File: src/rtl/ioctl_rom_router_pkg.sv
// ioctl_pkg: shared constants for the HPS ioctl ROM router.
// Holds the ioctl index assignments, the default region map, the router
// FSM state type with its state constants, and a byte-lane helper.
package ioctl_pkg;

  localparam int DEF_NUM_REGIONS = 2;
  localparam int DEF_ADDR_W      = 25;
  localparam int DEF_DIP_BYTES   = 8;
  localparam int DEF_RST_CNT_W   = 16;
  localparam int DEF_TIMEOUT     = 1024;

  localparam logic [7:0] IDX_ROM = 8'd0;
  localparam logic [7:0] IDX_MOD = 8'd1;
  localparam logic [7:0] IDX_DIP = 8'd254;

  // Region 0 is the low entry: {region1, region0}.
  localparam logic [DEF_NUM_REGIONS-1:0][DEF_ADDR_W-1:0] DEF_REGION_BASE =
    {25'h0030000, 25'h0000000};
  localparam logic [DEF_NUM_REGIONS-1:0][DEF_ADDR_W-1:0] DEF_REGION_SIZE =
    {25'h0070000, 25'h00A0000};

  typedef logic [0:0] fsm_state_t;
  localparam fsm_state_t ST_IDLE     = 1'b0;
  localparam fsm_state_t ST_WAIT_ACK = 1'b1;

  // 16-bit memory byte strobes: odd address selects the upper lane.
  function automatic logic [1:0] byteLaneSel(input logic addrLsb);
    return {addrLsb, ~addrLsb};
  endfunction

endpackage

File: src/rtl/ioctl_rom_router_if.sv
// Bus interfaces for the ioctl ROM router.
// ioctl_bus_if: HPS download bus (master = HPS, slave = router).
//   ioctl_download/wr/addr/dout/index toward the router, ioctl_wait back.
// rom_port_if: toggle-handshake write port toward the ROM memories
//   (master = router, slave = memories). region_req/offset/dl_data/dl_ds
//   toward memories, region_ack back.

interface ioctl_bus_if #(
  parameter int ADDR_W = 25
);
  logic              ioctl_download;
  logic              ioctl_wr;
  logic [ADDR_W-1:0] ioctl_addr;
  logic [7:0]        ioctl_dout;
  logic [7:0]        ioctl_index;
  logic              ioctl_wait;

  modport master (
    output ioctl_download, ioctl_wr, ioctl_addr, ioctl_dout, ioctl_index,
    input  ioctl_wait
  );
  modport slave (
    input  ioctl_download, ioctl_wr, ioctl_addr, ioctl_dout, ioctl_index,
    output ioctl_wait
  );
endinterface

interface rom_port_if #(
  parameter int NUM_REGIONS = 2,
  parameter int ADDR_W      = 25
);
  logic [NUM_REGIONS-1:0]        region_req;
  logic [NUM_REGIONS-1:0]        region_ack;
  logic [NUM_REGIONS*ADDR_W-1:0] region_offset;
  logic [7:0]                    dl_data;
  logic [1:0]                    dl_ds;

  modport master (
    output region_req, region_offset, dl_data, dl_ds,
    input  region_ack
  );
  modport slave (
    input  region_req, region_offset, dl_data, dl_ds,
    output region_ack
  );
endinterface

File: src/rtl/ioctl_rom_router_core_reset_gen.sv
// core_reset_gen: holds the core in reset while i_hold is high, then
// counts down from all-ones and releases o_coreReset once it reaches 0.
// Ports: clk_sys, rst_n (async active-low), i_hold (reload request),
//        o_coreReset (registered, high while the counter is non-zero).
module core_reset_gen #(
  parameter int RST_CNT_W = 16
) (
  input  logic clk_sys,
  input  logic rst_n,
  input  logic i_hold,
  output logic o_coreReset
);

  logic [RST_CNT_W-1:0] r_cnt;
  logic                 r_coreReset;

  always_ff @(posedge clk_sys or negedge rst_n) begin
    if (!rst_n) begin
      r_cnt       <= '1;
      r_coreReset <= 1'b1;
    end else begin
      if (i_hold)
        r_cnt <= '1;
      else if (r_cnt != '0)
        r_cnt <= r_cnt - 1'b1;
      r_coreReset <= (r_cnt != '0);
    end
  end

  assign o_coreReset = r_coreReset;

endmodule

File: src/rtl/ioctl_rom_router.sv
// ioctl_rom_router: routes HPS ioctl ROM download bytes to one or more
// memory regions via toggle req/ack handshakes, captures the core-mod byte
// and DIP bytes, and sequences the core reset after the ROM has loaded.
// Ports: clk_sys, rst_n (async active-low); ioctl (ioctl_bus_if.slave);
//        rom (rom_port_if.master); soft_reset in; core_mod, dip,
//        rom_loaded, core_reset, err_overrun, err_timeout out.
module ioctl_rom_router
  import ioctl_pkg::*;
#(
  parameter int NUM_REGIONS = DEF_NUM_REGIONS,
  parameter int ADDR_W      = DEF_ADDR_W,
  parameter logic [NUM_REGIONS-1:0][ADDR_W-1:0] REGION_BASE = DEF_REGION_BASE,
  parameter logic [NUM_REGIONS-1:0][ADDR_W-1:0] REGION_SIZE = DEF_REGION_SIZE,
  parameter logic [7:0] ROM_INDEX = IDX_ROM,
  parameter logic [7:0] MOD_INDEX = IDX_MOD,
  parameter logic [7:0] DIP_INDEX = IDX_DIP,
  parameter int DIP_BYTES   = DEF_DIP_BYTES,
  parameter int RST_CNT_W   = DEF_RST_CNT_W,
  parameter int TIMEOUT     = DEF_TIMEOUT
) (
  input  logic                   clk_sys,
  input  logic                   rst_n,
  ioctl_bus_if.slave             ioctl,
  rom_port_if.master             rom,
  input  logic                   soft_reset,
  output logic [7:0]             core_mod,
  output logic [DIP_BYTES*8-1:0] dip,
  output logic                   rom_loaded,
  output logic                   core_reset,
  output logic                   err_overrun,
  output logic                   err_timeout
);

  localparam int TO_W = $clog2(TIMEOUT + 1);

  fsm_state_t                         r_state;
  logic                               r_wrPrev;
  logic                               r_dlPrev;
  logic [NUM_REGIONS-1:0]             r_req;
  logic [NUM_REGIONS-1:0][ADDR_W-1:0] r_offset;
  logic [7:0]                         r_dlData;
  logic [1:0]                         r_dlDs;
  logic [TO_W-1:0]                    r_waitCnt;
  logic                               r_errOverrun;
  logic                               r_errTimeout;
  logic                               r_romLoaded;
  logic [7:0]                         r_coreMod;
  logic [DIP_BYTES-1:0][7:0]          r_dip;

  logic                   w_wrEvent;
  logic                   w_isRom;
  logic                   w_romWrite;
  logic                   w_dlRise;
  logic                   w_dlFall;
  logic                   w_holdReset;
  logic [NUM_REGIONS-1:0] w_hit;
  logic [NUM_REGIONS-1:0] w_pending;

  assign w_wrEvent   = ioctl.ioctl_wr & ~r_wrPrev;
  assign w_isRom     = (ioctl.ioctl_index == ROM_INDEX);
  assign w_romWrite  = w_wrEvent & ioctl.ioctl_download & w_isRom;
  assign w_dlRise    = ioctl.ioctl_download & ~r_dlPrev & w_isRom;
  assign w_dlFall    = ~ioctl.ioctl_download & r_dlPrev & w_isRom;
  assign w_pending   = r_req ^ rom.region_ack;
  assign w_holdReset = soft_reset | ~r_romLoaded | (ioctl.ioctl_download & w_isRom);

  // One extra bit keeps base+size from wrapping at the top of the space.
  always_comb begin
    w_hit = '0;
    for (int i = 0; i < NUM_REGIONS; i++) begin
      w_hit[i] = ({1'b0, ioctl.ioctl_addr} >= {1'b0, REGION_BASE[i]}) &&
                 ({1'b0, ioctl.ioctl_addr} <
                  ({1'b0, REGION_BASE[i]} + {1'b0, REGION_SIZE[i]}));
    end
  end

  // wr copy resets high so a strobe held across reset release is not an event.
  always_ff @(posedge clk_sys or negedge rst_n) begin
    if (!rst_n) begin
      r_wrPrev <= 1'b1;
      r_dlPrev <= 1'b0;
    end else begin
      r_wrPrev <= ioctl.ioctl_wr;
      r_dlPrev <= ioctl.ioctl_download;
    end
  end

  // Error clear on a new ROM download comes first so a same-cycle set wins.
  always_ff @(posedge clk_sys or negedge rst_n) begin
    if (!rst_n) begin
      r_state      <= ST_IDLE;
      r_req        <= '0;
      r_offset     <= '0;
      r_dlData     <= '0;
      r_dlDs       <= '0;
      r_waitCnt    <= '0;
      r_errOverrun <= 1'b0;
      r_errTimeout <= 1'b0;
    end else begin
      if (w_dlRise) begin
        r_errOverrun <= 1'b0;
        r_errTimeout <= 1'b0;
      end
      case (r_state)
        ST_IDLE: begin
          if (w_romWrite && (w_hit != '0)) begin
            r_dlData  <= ioctl.ioctl_dout;
            r_dlDs    <= byteLaneSel(ioctl.ioctl_addr[0]);
            for (int i = 0; i < NUM_REGIONS; i++)
              r_offset[i] <= ioctl.ioctl_addr - REGION_BASE[i];
            r_req     <= r_req ^ w_hit;
            r_waitCnt <= '0;
            r_state   <= ST_WAIT_ACK;
          end
        end
        ST_WAIT_ACK: begin
          if (w_romWrite)
            r_errOverrun <= 1'b1;
          if (w_pending == '0) begin
            r_state <= ST_IDLE;
          end else if (r_waitCnt == TO_W'(TIMEOUT - 1)) begin
            r_errTimeout <= 1'b1;
            r_state      <= ST_IDLE;
          end else begin
            r_waitCnt <= r_waitCnt + 1'b1;
          end
        end
        default: r_state <= ST_IDLE;
      endcase
    end
  end

  always_ff @(posedge clk_sys or negedge rst_n) begin
    if (!rst_n) begin
      r_coreMod   <= '0;
      r_dip       <= '0;
      r_romLoaded <= 1'b0;
    end else begin
      if (w_dlFall)
        r_romLoaded <= 1'b1;
      if (w_wrEvent && (ioctl.ioctl_index == MOD_INDEX))
        r_coreMod <= ioctl.ioctl_dout;
      if (w_wrEvent && (ioctl.ioctl_index == DIP_INDEX)) begin
        for (int b = 0; b < DIP_BYTES; b++)
          if (ioctl.ioctl_addr == ADDR_W'(b))
            r_dip[b] <= ioctl.ioctl_dout;
      end
    end
  end

  core_reset_gen #(
    .RST_CNT_W (RST_CNT_W)
  ) u_coreResetGen (
    .clk_sys     (clk_sys),
    .rst_n       (rst_n),
    .i_hold      (w_holdReset),
    .o_coreReset (core_reset)
  );

  assign ioctl.ioctl_wait  = (r_state == ST_WAIT_ACK);
  assign rom.region_req    = r_req;
  assign rom.region_offset = r_offset;
  assign rom.dl_data       = r_dlData;
  assign rom.dl_ds         = r_dlDs;
  assign core_mod          = r_coreMod;
  assign dip               = r_dip;
  assign rom_loaded        = r_romLoaded;
  assign err_overrun       = r_errOverrun;
  assign err_timeout       = r_errTimeout;

endmodule

File: src/flat_wrapper.sv
// flat-port wrapper written by rule: the top's interface ports become plain ports
module ioctl_rom_router_flat import ioctl_pkg::*;
#(
  parameter int NUM_REGIONS = DEF_NUM_REGIONS,
  parameter int ADDR_W      = DEF_ADDR_W,
  parameter logic [NUM_REGIONS-1:0][ADDR_W-1:0] REGION_BASE = DEF_REGION_BASE,
  parameter logic [NUM_REGIONS-1:0][ADDR_W-1:0] REGION_SIZE = DEF_REGION_SIZE,
  parameter logic [7:0] ROM_INDEX = IDX_ROM,
  parameter logic [7:0] MOD_INDEX = IDX_MOD,
  parameter logic [7:0] DIP_INDEX = IDX_DIP,
  parameter int DIP_BYTES   = DEF_DIP_BYTES,
  parameter int RST_CNT_W   = DEF_RST_CNT_W,
  parameter int TIMEOUT     = DEF_TIMEOUT
)
  (clk_sys, rst_n, soft_reset, core_mod, dip, rom_loaded, core_reset, err_overrun, err_timeout, ioctl_ioctl_download, ioctl_ioctl_wr, ioctl_ioctl_addr, ioctl_ioctl_dout, ioctl_ioctl_index, ioctl_ioctl_wait, rom_region_req, rom_region_offset, rom_dl_data, rom_dl_ds, rom_region_ack);
  ioctl_bus_if #(.ADDR_W(ADDR_W)) ioctl_i ();
  rom_port_if #(.NUM_REGIONS(NUM_REGIONS), .ADDR_W(ADDR_W)) rom_i ();
  input  logic clk_sys;
  input  logic rst_n;
  input  logic soft_reset;
  output logic [7:0] core_mod;
  output logic [DIP_BYTES*8-1:0] dip;
  output logic rom_loaded;
  output logic core_reset;
  output logic err_overrun;
  output logic err_timeout;
  input wire logic [$bits(ioctl_i.ioctl_download)-1:0] ioctl_ioctl_download;
  input wire logic [$bits(ioctl_i.ioctl_wr)-1:0] ioctl_ioctl_wr;
  input wire logic [$bits(ioctl_i.ioctl_addr)-1:0] ioctl_ioctl_addr;
  input wire logic [$bits(ioctl_i.ioctl_dout)-1:0] ioctl_ioctl_dout;
  input wire logic [$bits(ioctl_i.ioctl_index)-1:0] ioctl_ioctl_index;
  output wire logic [$bits(ioctl_i.ioctl_wait)-1:0] ioctl_ioctl_wait;
  output wire logic [$bits(rom_i.region_req)-1:0] rom_region_req;
  output wire logic [$bits(rom_i.region_offset)-1:0] rom_region_offset;
  output wire logic [$bits(rom_i.dl_data)-1:0] rom_dl_data;
  output wire logic [$bits(rom_i.dl_ds)-1:0] rom_dl_ds;
  input wire logic [$bits(rom_i.region_ack)-1:0] rom_region_ack;
  assign ioctl_i.ioctl_download = ioctl_ioctl_download;
  assign ioctl_i.ioctl_wr = ioctl_ioctl_wr;
  assign ioctl_i.ioctl_addr = ioctl_ioctl_addr;
  assign ioctl_i.ioctl_dout = ioctl_ioctl_dout;
  assign ioctl_i.ioctl_index = ioctl_ioctl_index;
  assign ioctl_ioctl_wait = ioctl_i.ioctl_wait;
  assign rom_region_req = rom_i.region_req;
  assign rom_region_offset = rom_i.region_offset;
  assign rom_dl_data = rom_i.dl_data;
  assign rom_dl_ds = rom_i.dl_ds;
  assign rom_i.region_ack = rom_region_ack;
  ioctl_rom_router #(.NUM_REGIONS(NUM_REGIONS), .ADDR_W(ADDR_W), .REGION_BASE(REGION_BASE), .REGION_SIZE(REGION_SIZE), .ROM_INDEX(ROM_INDEX), .MOD_INDEX(MOD_INDEX), .DIP_INDEX(DIP_INDEX), .DIP_BYTES(DIP_BYTES), .RST_CNT_W(RST_CNT_W), .TIMEOUT(TIMEOUT)) u_core (.clk_sys(clk_sys), .rst_n(rst_n), .ioctl(ioctl_i), .rom(rom_i), .soft_reset(soft_reset), .core_mod(core_mod), .dip(dip), .rom_loaded(rom_loaded), .core_reset(core_reset), .err_overrun(err_overrun), .err_timeout(err_timeout));
endmodule
File: config.mk
export PLATFORM = sky130hd
export DESIGN_NAME = ioctl_rom_router_flat
export DESIGN_NICKNAME = d
export VERILOG_FILES = /design/src/rtl/ioctl_rom_router_pkg.sv /design/src/rtl/ioctl_rom_router_if.sv /design/src/rtl/ioctl_rom_router_core_reset_gen.sv /design/src/rtl/ioctl_rom_router.sv /design/src/flat_wrapper.sv
export SDC_FILE = /design/constraint.sdc
export NUM_CORES = 1
export LEC_CHECK = 0
export ABC_AREA = 1
export CAP_MARGIN = 20
export CORE_AREA = 2 2 138 140
export DETAILED_ROUTE_END_ITERATION = 12
export DIE_AREA = 0 0 140 142
export PLACE_DENSITY = 0.65
export SLEW_MARGIN = 20
export SYNTH_ARGS = -nofsm -noshare
export SYNTH_HDL_FRONTEND = slang
export SYNTH_HIERARCHICAL = 1
export SYNTH_SLANG_ARGS = --single-unit
export TNS_END_PERCENT = 100
File: constraint.sdc
create_clock -name clk_sys -period 2.01 [get_ports clk_sys]
set_clock_uncertainty 0.2 [all_clocks]
set_input_delay 0.3015 -clock clk_sys [delete_from_list [all_inputs] [get_ports clk_sys]]
set_output_delay 0.3015 -clock clk_sys [all_outputs]
set_load 0.02 [all_outputs]
# ---- After elaboration in Yosys (flattened, before gate mapping)
# Cells that the tools add are included.
dict set report word_totals {
  reg_bits 168
  output_inout_bits 139
  in_bits 48
  word_cells 96
}
dict set report classes {
  n_lt_le_gt_ge 2
  add_sub_neg 3
  reduce_logical 20
  n_eq_ne 13
  n_bitwise 18
  n_mux 17
}
# cell count
set ops {}
lappend ops {{25-bit by 3-bit == test with 1-bit output, second input constant} 4}
lappend ops {{25-bit by 2-bit == test with 1-bit output, second input constant} 2}
lappend ops {{11-bit two-way mux} 3}
lappend ops {{16-bit two-way mux} 2}
lappend ops {{25-bit by 1-bit == test with 1-bit output, second input constant} 1}
lappend ops {{25-bit by 18-bit >= comparator with 1-bit output, second input constant} 1}
lappend ops {{25-bit logical NOT} 1}
lappend ops {{25-bit by 20-bit less-than comparator with 1-bit output, second input constant} 1}
lappend ops {{25-bit by 18-bit subtractor with 25-bit output, second input constant} 1}
lappend ops {{11-bit one-hot mux with 2 select lines} 1}
lappend ops {{2-bit AND reduction} 9}
lappend ops {{16-bit nonzero test} 1}
lappend ops {{16-bit by 1-bit subtractor with 16-bit output, second input constant} 1}
lappend ops {{11-bit by 1-bit adder with 11-bit output, second input constant} 1}
lappend ops {{11-bit by 10-bit == test with 1-bit output, second input constant} 1}
lappend ops {{1-bit two-way mux} 10}
lappend ops {{1-bit AND} 8}
lappend ops {{8-bit by 1-bit == test with 1-bit output, second input constant} 1}
lappend ops {{8-bit == test, second input constant} 1}
lappend ops {{8-bit logical NOT} 1}
lappend ops {{1-bit inverter} 6}
lappend ops {{1-bit logical AND} 4}
lappend ops {{2-bit != test, second input constant} 2}
lappend ops {{2-bit nonzero test} 2}
lappend ops {{6 further kinds} 8}

# ---- Longest topological paths before layout
# Gate-level depths: netlist (run 1).
dict set report depth {
  word_depth 7
  depth_mapped 10
  depth_no_buf 10
}

# ---- By module
# Netlist (run 1), hierarchy kept.
# module cells_per_inst area_per_inst_um2 seq_area_each_um2 n_inst
set modules_own_cells {}
lappend modules_own_cells {ioctl_rom_router 681 6109.6 3354.5 1}
lappend modules_own_cells {core_reset_gen 144 1118.6 446.7 1}

# ---- Least setup slack after synthesis (run 1)
# OpenSTA, ideal clock, no wires.
dict set report synth_timing {
  path_kind {register -> register}
  start {register u_core.r_waitCnt[0]}
  end {register u_core.r_waitCnt[8]}
  path_buffers 0
  setup_slack_ns 0.358
  path_stages_with_launch 11
  period_less_slack_ns 1.652
  setup_ns 0.117
  arrival_time_ns 1.335
  t_required_ns 1.693
  path_cell_list {dfrtp_1 > ha_1 > inv_1 > nor2_2 > nand2_2 > nor2_4 > nand2_2 > nand3_2 > nand2_2 > nand2_1 > nand2_1}
}
dict set report synth_between {
  elab_chain_len 4
}
# element line_no
set synth_rtl {}
lappend synth_rtl {{start, declared} ioctl_rom_router.sv:43} ;# logic [TO_W-1:0] r_waitCnt;
lappend synth_rtl {{start signal, assigned} ioctl_rom_router.sv:125} ;# r_waitCnt <= r_waitCnt + 1'b1;
lappend synth_rtl {{11-bit by 1-bit adder with 11-bit output} ioctl_rom_router.sv:125}
lappend synth_rtl {{11-bit two-way mux} ioctl_rom_router.sv:121} ;# end else if (r_waitCnt == TO_W'(TIMEOUT - 1)) begin
lappend synth_rtl {{11-bit two-way mux} ioctl_rom_router.sv:119} ;# if (w_pending == '0) begin
lappend synth_rtl {{11-bit one-hot mux with 2 select lines} ioctl_rom_router.sv:104} ;# case (r_state)
# Several ways; a longest one is shown, not always the timed one. The select of a mux whose other input is x is not followed.
# A chain may end at the register's enable or synchronous reset.

# ---- Worst setup path after layout (run 1)
dict set report layout_timing {
  start {register u_core.r_req[1] (netlist: u_core/rom.region_req[1])}
  end {output rom_region_req[1]}
}
# element line_no
set layout_lines {}
lappend layout_lines {{start, declared} ioctl_rom_router.sv:39} ;# logic [NUM_REGIONS-1:0] r_req;
lappend layout_lines {{start signal, assigned} ioctl_rom_router.sv:111} ;# r_req <= r_req ^ w_hit;
lappend layout_lines {{end, declared} flat_wrapper.sv:33} ;# output wire logic [$bits(rom_i.region_req)-1:0] rom_region_req;
# No word-level cell between the ends.

==> summary.md, run 1 <==
| Metric | Value |
|---|---|
| Diode count | `0` |
| Max frequency | `about 510 MHz` |
| CTS Buffer Depth | `2` |
| Number of post-CTS setup repair buffers | `0` |
| Mapped Nets | `between 800 and 900` |
| TritonCTS buffer count | `17` |
| FF-to-FF Start | `u_core/r_waitCnt[1]` |
| #FFs+latches synth | `151` |
| Crit path max fanout | `4` |
| Placed instance count | `approximately 1300` |
| Worst min-delay path class | `primary input to flop` |
| Sequential share of the synthesized area | `0.5259` |
| Critical-path cell list | `clkdlybuf4s50_1` |
| # IOs | `approximately 190` |
| Most common cell after layout, fill and taps aside | `nand2_1` |
| Min Tclk post-route | `just under 2000 ps` |
| Outcome | `finished, violations left` |
| Clock Sinks | `~150` |
| Final instance area | `a little over 10000 sq um` |
| Die Area | `19880 sq um` |
| Crit path from | `u_core/rom.region_req[1]` |
| Largest net degree at the start of global routing | `54` |
| Worst path bufs/invs | `1` |
| DRC Markers | `8` |
| Final setup viols | `0` |
| Routed wire length | `about 19 mm` |
| Starting density of the core | `0.3917` |
| Number of nets with antenna violations after routing | `0` |
| Chip height | `between 100 and 150 um` |
| Failing checks | `design-rule violations` |
| DRT iter0 DRCs | `between 300 and 400` |
| Most used DFF post-synth | `dfrtp_1` |
| Setup crit start kind | `flop` |
| CP max-delay cell | `clkdlybuf4s50_1` |
| DR vias | `6000` |
| Clock slew at reported path FFs | `about 70 ps` |
| Final non-filler cell total | `between 1000 and 1500` |
| Max Slew Vio Count | `0` |
| CP Class | `flop to output pin` |
| Relative slew slack | `0.6718` |
| First-pass GRT wire length | `about 31 mm` |
| Initial antenna violation count | `0` |
| Placed Area | `9598 sq um` |
| Wire per inst | `14.32 um` |
| Port Buffers | `around 190` |
| Post-Syn Instances | `825` |
| CP peak stage delay | `630 ps` |
| Final Hold Vio Count | `0` |
| Synth Cell Area | `7228 sq um` |
| RSZ-0062 raised after global routing | `no` |
| Most frequent cells in the layout | `nand2_1 (244), clkdlybuf4s50_1 (180), dfrtp_1 (133), inv_1 (83)` |
| Vias in the first global route | `5912` |
| Reg-to-Reg End | `u_core/r_waitCnt[8]` |
| Least-Margin Pin Slew | `approximately 490 ps` |
| Worst Setup End Kind | `output pin` |
| Layout cells sized above 1 | `0.1953` |
| Final #Nets | `1109` |
| Leak | `approximately 0.0048 uW` |
| Critical Path AT | `1460 ps` |
| Power Dens Cells | `649.7 nW/um^2` |
| Mean post-synth cell area | `8.761 sq um` |
| Worst Reg-to-Reg Cells | `10` |
| Sum Neg Setup Slack | `0 ps` |
| Register-to-register setup slack | `about 190 ps` |
| Hold slack | `around 100 ps` |
| Power consumption | `around 6600 uW` |
| Top delay family on crit path | `buffers and inverters` |
| Post-synth ARST share | `1.000` |
| Std cell rows | `50` |
| Setup crit end | `rom_region_req[1]` |
| Yosys warns | `6` |
| Post-synth cell types | `36` |
| Drt first pass iters | `9` |
| Area of the core | `about 18000 sq um` |
| Crit share post-route | `0.9759` |
| Die width | `approximately 140 um` |
| Worst path required time | `approximately 1500 ps` |
| P&R area growth vs syn | `41.39%` |
| GPL Wtd Cong | `0.8760` |
| H-tree Lvls | `4` |
| Root Buffer | `clkbuf_16` |
| GRT Residual Overflow | `0` |
| Post-synth EDFFs | `0` |
| Crit. path cell count | `1` |
| Clk_lat worst skew | `430 ps` |
| CTS tree | `yes` |
| Worst VDD drop | `approximately 0.55 mV` |
| Via density | `4.601` |
| Gr usage total | `0.1970` |
| Max-cap violations | `0` |
| Dpl hpwl | `~14 mm` |
[cell usage after synthesis (7+ instances only)]
library cell	number	share of area
nor2_1	56	0.029
inv_2	10	0.0052
nand4_1	12	0.010
buf_6	14	0.022
nand2_2	16	0.014
dfrtp_1	133	0.46
nor2_4	12	0.019
nand2_1	244	0.13
o21ai_2	30	0.036
dfstp_2	18	0.065
a21oi_1	9	0.0062
o21ai_1	51	0.035
inv_1	83	0.043
o21ai_0	7	0.0048
buf_4	18	0.019
nand3_1	51	0.035
xor2_1	10	0.012
nor2_2	20	0.017
[report_power, final]
part           internal, uW  switching (uW)  total [uW]
combinational           184             226         411
clock                  1680            1490        3160
sequential             3060            8.89        3060
total                  4920            1720        6640
[final cells by class]
cell class / count / area, sq um
Fill cell: 1674 / 8235
Sequential cell: 151 / 3801
Multi-Input combinational cell: 544 / 2766
Timing Repair Buffer: 248 / 2399
Clock buffer: 17 / 425.4
Inverter: 95 / 359.1
Tap cell: 234 / 292.8
Clock inverter: 15 / 176.4
[worst register-to-register path, cell delays in order (launching register included)]
cell	delay, ps
dfrtp_1	390
ha_1	200
inv_1	60
nor2_2	160
nand2_2	100
nor2_4	130
nand2_2	90
nand3_2	110
buf_4	160
nand3_1	80
nand2_1	80
[per-stage QoR]
step | worst slack [ps] | utilization
after detailed placement | -227.5 | 0.5201
after floorplan | 358.0 | -
final | 48.38 | 0.5538
after global routing | 6.425 | 0.5538
after CTS | 23.69 | 0.5531
after global placement | -215.4 | 0.5201
[sequential cells by signal (all words and copies together) (netlist names), 2 cells and up]
| register | flops |
|---|---|
| u_core/r_waitCnt | 11 |
| u_core/rom.region_req | 2 |
| u_core/u_coreResetGen/r_cnt | 16 |
| u_core/rom.dl_data | 8 |
| u_core/core_mod | 8 |
| u_core/rom.region_offset | 34 |
| u_core/dip | 64 |
[worst min path at each step]
stage                              start                            to  slack [ps]  cells after the start
after floorplan                    rst_n            u_core/core_mod[0]        -190                      0
after global placement             rst_n  u_core/rom.region_offset[12]          30                      1
after detailed placement           rst_n  u_core/rom.region_offset[12]          30                      1
after CTS                 ioctl_ioctl_wr               u_core/r_wrPrev          90                      1
after global routing      ioctl_ioctl_wr               u_core/r_wrPrev         110                      1
final                     ioctl_ioctl_wr               u_core/r_wrPrev         100                      1
[cells by family (layout without fill, tap and decap cells)]
group,after synthesis,count (layout),synth area share
fa+ha+maj,4,4,0.006924
compound gates,100,100,0.08551
simple gates,426,426,0.2726
xor+xnor,14,14,0.01696
buf+inv,130,375,0.09209
flops,151,151,0.5259
[routing by layer]
| metal | track usage | share of wire |
|---|---|---|
| met5 | 0 | 0 |
| met4 | 0.06114 | 0.014 |
| met3 | 0.05283 | 0.058 |
| met2 | 0.3215 | 0.47 |
| met1 | 0.2585 | 0.46 |
[what timing repair did]
item,in CTS,in global routing
hold endpoints to repair,142,0
hold buffers,1,0
resized for setup,2,4
setup endpoints to repair,2,4
No activity file was read; power rests on OpenSTA's default activity.
==> run 2, diff against run 1 <==
CORE_AREA = 2 2 125 127   (was 2 2 138 140)
DIE_AREA = 0 0 127 129   (was 0 0 140 142)
GPL_TIMING_DRIVEN = 0   (was unset)
PLACE_DENSITY = 0.89   (was 0.65)
==> run 2 against run 1 <==
  * Cell area is 2.5% lower
  * Power is 3.6% lower
  * Highest routed layer unchanged
  * Fmax is 0.28% higher
  * Worst setup slack better by 5.5 ps
  * Sequential cell count stayed put
  * Largest cell class unchanged
  * The flow now finishes without violations
==> summary.md, run 2 (synthesis results as in run 1) <==
| Metric | Value |
|---|---|
| Outcome | `complete, no violations (was finished, violations left)` |
| Worst VDD drop | `0.5067 mV (was 0.5497 mV)` |
| Dpl hpwl | `14.07 mm (was 13.91 mm)` |
| Worst hold start | `ioctl_ioctl_wr (unchanged)` |
| Worst path bufs/invs | `1 (unchanged)` |
| Number of nets with antenna violations after routing | `0 (unchanged)` |
| Worst path required time | `1510 ps (about the same)` |
| Largest net degree at the start of global routing | `84 (was 54)` |
| Worst Hold Depth | `1 (unchanged)` |
| Relative slew slack | `0.5921 (was 0.6718)` |
| Die width | `127 um (was 140 um)` |
| DR vias | `6289 (was 6000)` |
| Top delay family on crit path | `buffers and inverters (unchanged)` |
| CP max-delay cell | `clkdlybuf4s50_1 (unchanged)` |
| Critical Path AT | `1450 ps (was 1460 ps)` |
| Critical-path cell list | `clkdlybuf4s50_1 (unchanged)` |
| Root Buffer | `clkbuf_16 (unchanged)` |
| Register-to-register setup slack | `140 ps (was 190 ps)` |
| Initial antenna violation count | `0 (unchanged)` |
| H-tree Lvls | `4 (unchanged)` |
| First-pass GRT wire length | `31.31 mm (was 30.60 mm)` |
| Least-Margin Pin Slew | `611.2 ps (was 491.8 ps)` |
| Reg-to-Reg End | `u_core/r_waitCnt[9] (was u_core/r_waitCnt[8])` |
| Starting density of the core | `0.4826 (was 0.3917)` |
| Register Area | `3801 sq um (unchanged)` |
| # IOs | `187 (unchanged)` |
| Max Slew Vio Count | `0 (unchanged)` |
| Place WS | `-334.7 ps (was -227.5 ps)` |
| Max-cap violations | `0 (unchanged)` |
| Final non-filler cell total | `1236 (was 1304)` |
| Crit share post-route | `0.9732 (was 0.9759)` |
| DRT iter0 DRCs | `337 (was 351)` |
| Most frequent cells in the layout | `nand2_1 (244), clkdlybuf4s50_1 (166), dfrtp_1 (133), inv_1 (83), nor2_1 (53) (was nand2_1 (244), clkdlybuf4s50_1 (180), dfrtp_1 (133), inv_1 (83))` |
| Final #Nets | `1087 (was 1109)` |
| Crit path max fanout | `3 (was 4)` |
| Final setup viols | `0 (unchanged)` |
| Hold EP | `u_core/r_wrPrev (unchanged)` |
| Clk_lat worst skew | `420 ps (was 430 ps)` |
| Worst Setup End Kind | `output pin (unchanged)` |
| CTS tree | `yes (unchanged)` |
| Layout cells sized above 1 | `0.1803 (was 0.1953)` |
| Vias in the first global route | `6220 (was 5912)` |
| Chip height | `129 um (was 142 um)` |
| Met2 WL | `9.898 mm (was 8.747 mm)` |
| Clock slew at reported path FFs | `60 ps (was 70 ps)` |
| Most common cell after layout, fill and taps aside | `nand2_1 (unchanged)` |
| Multi-input logic area | `2769 sq um (was 2766 sq um)` |
| Worst Reg-to-Reg Cells | `10 (unchanged)` |
| Std cell rows | `45 (was 50)` |
| Wire per inst | `15.74 um (was 14.32 um)` |
| Max reg flops | `64 (unchanged)` |
| CTS Buffer Depth | `2 (unchanged)` |
| Routed wire length | `19.46 mm (was 18.67 mm)` |
| Power Dens Cells | `642.2 nW/um^2 (was 649.7 nW/um^2)` |
| Drt first pass iters | `5 (was 9)` |
| Setup ws final | `53.84 ps (was 48.38 ps)` |
| TritonCTS buffer count | `17 (unchanged)` |
| Fillers | `1176 (was 1674)` |
| Met1 WL | `7.819 mm (was 8.581 mm)` |
| Area of the core | `14980 sq um (was 18460 sq um)` |
| Setup crit start kind | `flop (unchanged)` |
| Placed instance count | `1200 (was 1271)` |
| Port Buffers | `186 (unchanged)` |
| Leak | `0.004881 uW (was 0.004840 uW)` |
| Max Used Layer | `met4 (unchanged)` |
| FF-to-FF Start | `u_core/r_waitCnt[0] (was u_core/r_waitCnt[1])` |
| Final Hold Vio Count | `0 (unchanged)` |
| Max frequency | `511.2 MHz (was 509.8 MHz)` |
| DRC Markers | `0 (was 8)` |
| Worst min-delay path class | `primary input to flop (unchanged)` |
| Min Tclk post-route | `1956 ps (was 1962 ps)` |
| GRT Residual Overflow | `0 (unchanged)` |
| Clock Sinks | `151 (unchanged)` |
| GPL Wtd Cong | `0.9103 (was 0.8760)` |
| Die Area | `16380 sq um (was 19880 sq um)` |
| Gr usage total | `0.2448 (was 0.1970)` |
| Met3 wire length | `1.396 mm (was 1.078 mm)` |
| CP peak stage delay | `630 ps (about the same)` |
| P&R area growth vs syn | `37.89% (was 41.39%)` |
| Diode count | `0 (unchanged)` |
| Via density | `5.088 (was 4.601)` |
| CP Class | `flop to output pin (unchanged)` |
[run 2: cell types whose count changed in the layout (fill, tap and decap cells not counted), sizes merged]
cell           delta
buf              -23
clkdlybuf4s50    -14
dlygate4sd2       +7
dlymetal6s2s      +7
clkinv            -3
clkinvlp          +3
clkbuf            +2
inv               -1
[run 2: stage by stage]
stage	total power [uW]	area [sq um]	TNS, ps	utilization	hold slack [ps]
floorplan	3229	7228	0	-	-194.1
finish	6401	9967	0	0.6655	122.1
detailed placement	3468	9358	-33360	0.6248	87.92
global route	6617	9967	-3.628	0.6655	126.2
CTS	6448	9910	0	0.6617	111.4
global placement	3453	9325	-821490	0.6226	261.6
[run 2: area by class of cell]
class	count	share of cell area
Sequential cell	151	0.3814
Multi-Input combinational cell	544	0.2778
Timing Repair Buffer	191	0.1947
Clock buffer	18	0.04406
Inverter	95	0.03628
Buffer	35	0.03076
Tap cell	188	0.02360
Clock inverter	14	0.01142
[run 2: where the power goes]
part	switching, uW	leakage (uW)	total, uW	internal (uW)
clock	1350	0.000266	2990	1640
combinational	218	0.00265	349	131
sequential	8.92	0.00197	3070	3060
[run 2: layer usage]
metal  vias up  track usage
met3        27      0.06778
met2       227       0.4269
met4         0      0.07563
li1       3006            -
met1      3029       0.2978
met5         -            0
[run 2: how the worst max path moves through the flow]
stage                                            start                    end  slack, ps  depth (start not counted)
after global placement                           rst_n         u_core/dip[21]      -5490                          1
after global routing               u_core/r_waitCnt[0]    u_core/r_waitCnt[5]         -4                         10
final                         u_core/rom.region_req[0]      rom_region_req[0]         50                          1
after CTS                 u_core/rom.region_offset[10]  rom_region_offset[35]        0.2                          2
after detailed placement           ioctl_ioctl_addr[4]         u_core/dip[14]       -330                         10
after floorplan                    u_core/r_waitCnt[0]    u_core/r_waitCnt[8]        360                         10
[run 2: timing repair]
action / CTS / global route
pin swaps: 0 / 2
setup endpoints to repair: 9 / 70
endpoints found under the hold margin: 68 / 0
gates resized for setup: 9 / 14
cloned: 0 / 0
buffers inserted: 0 / 3
hold buffers: 1 / 0
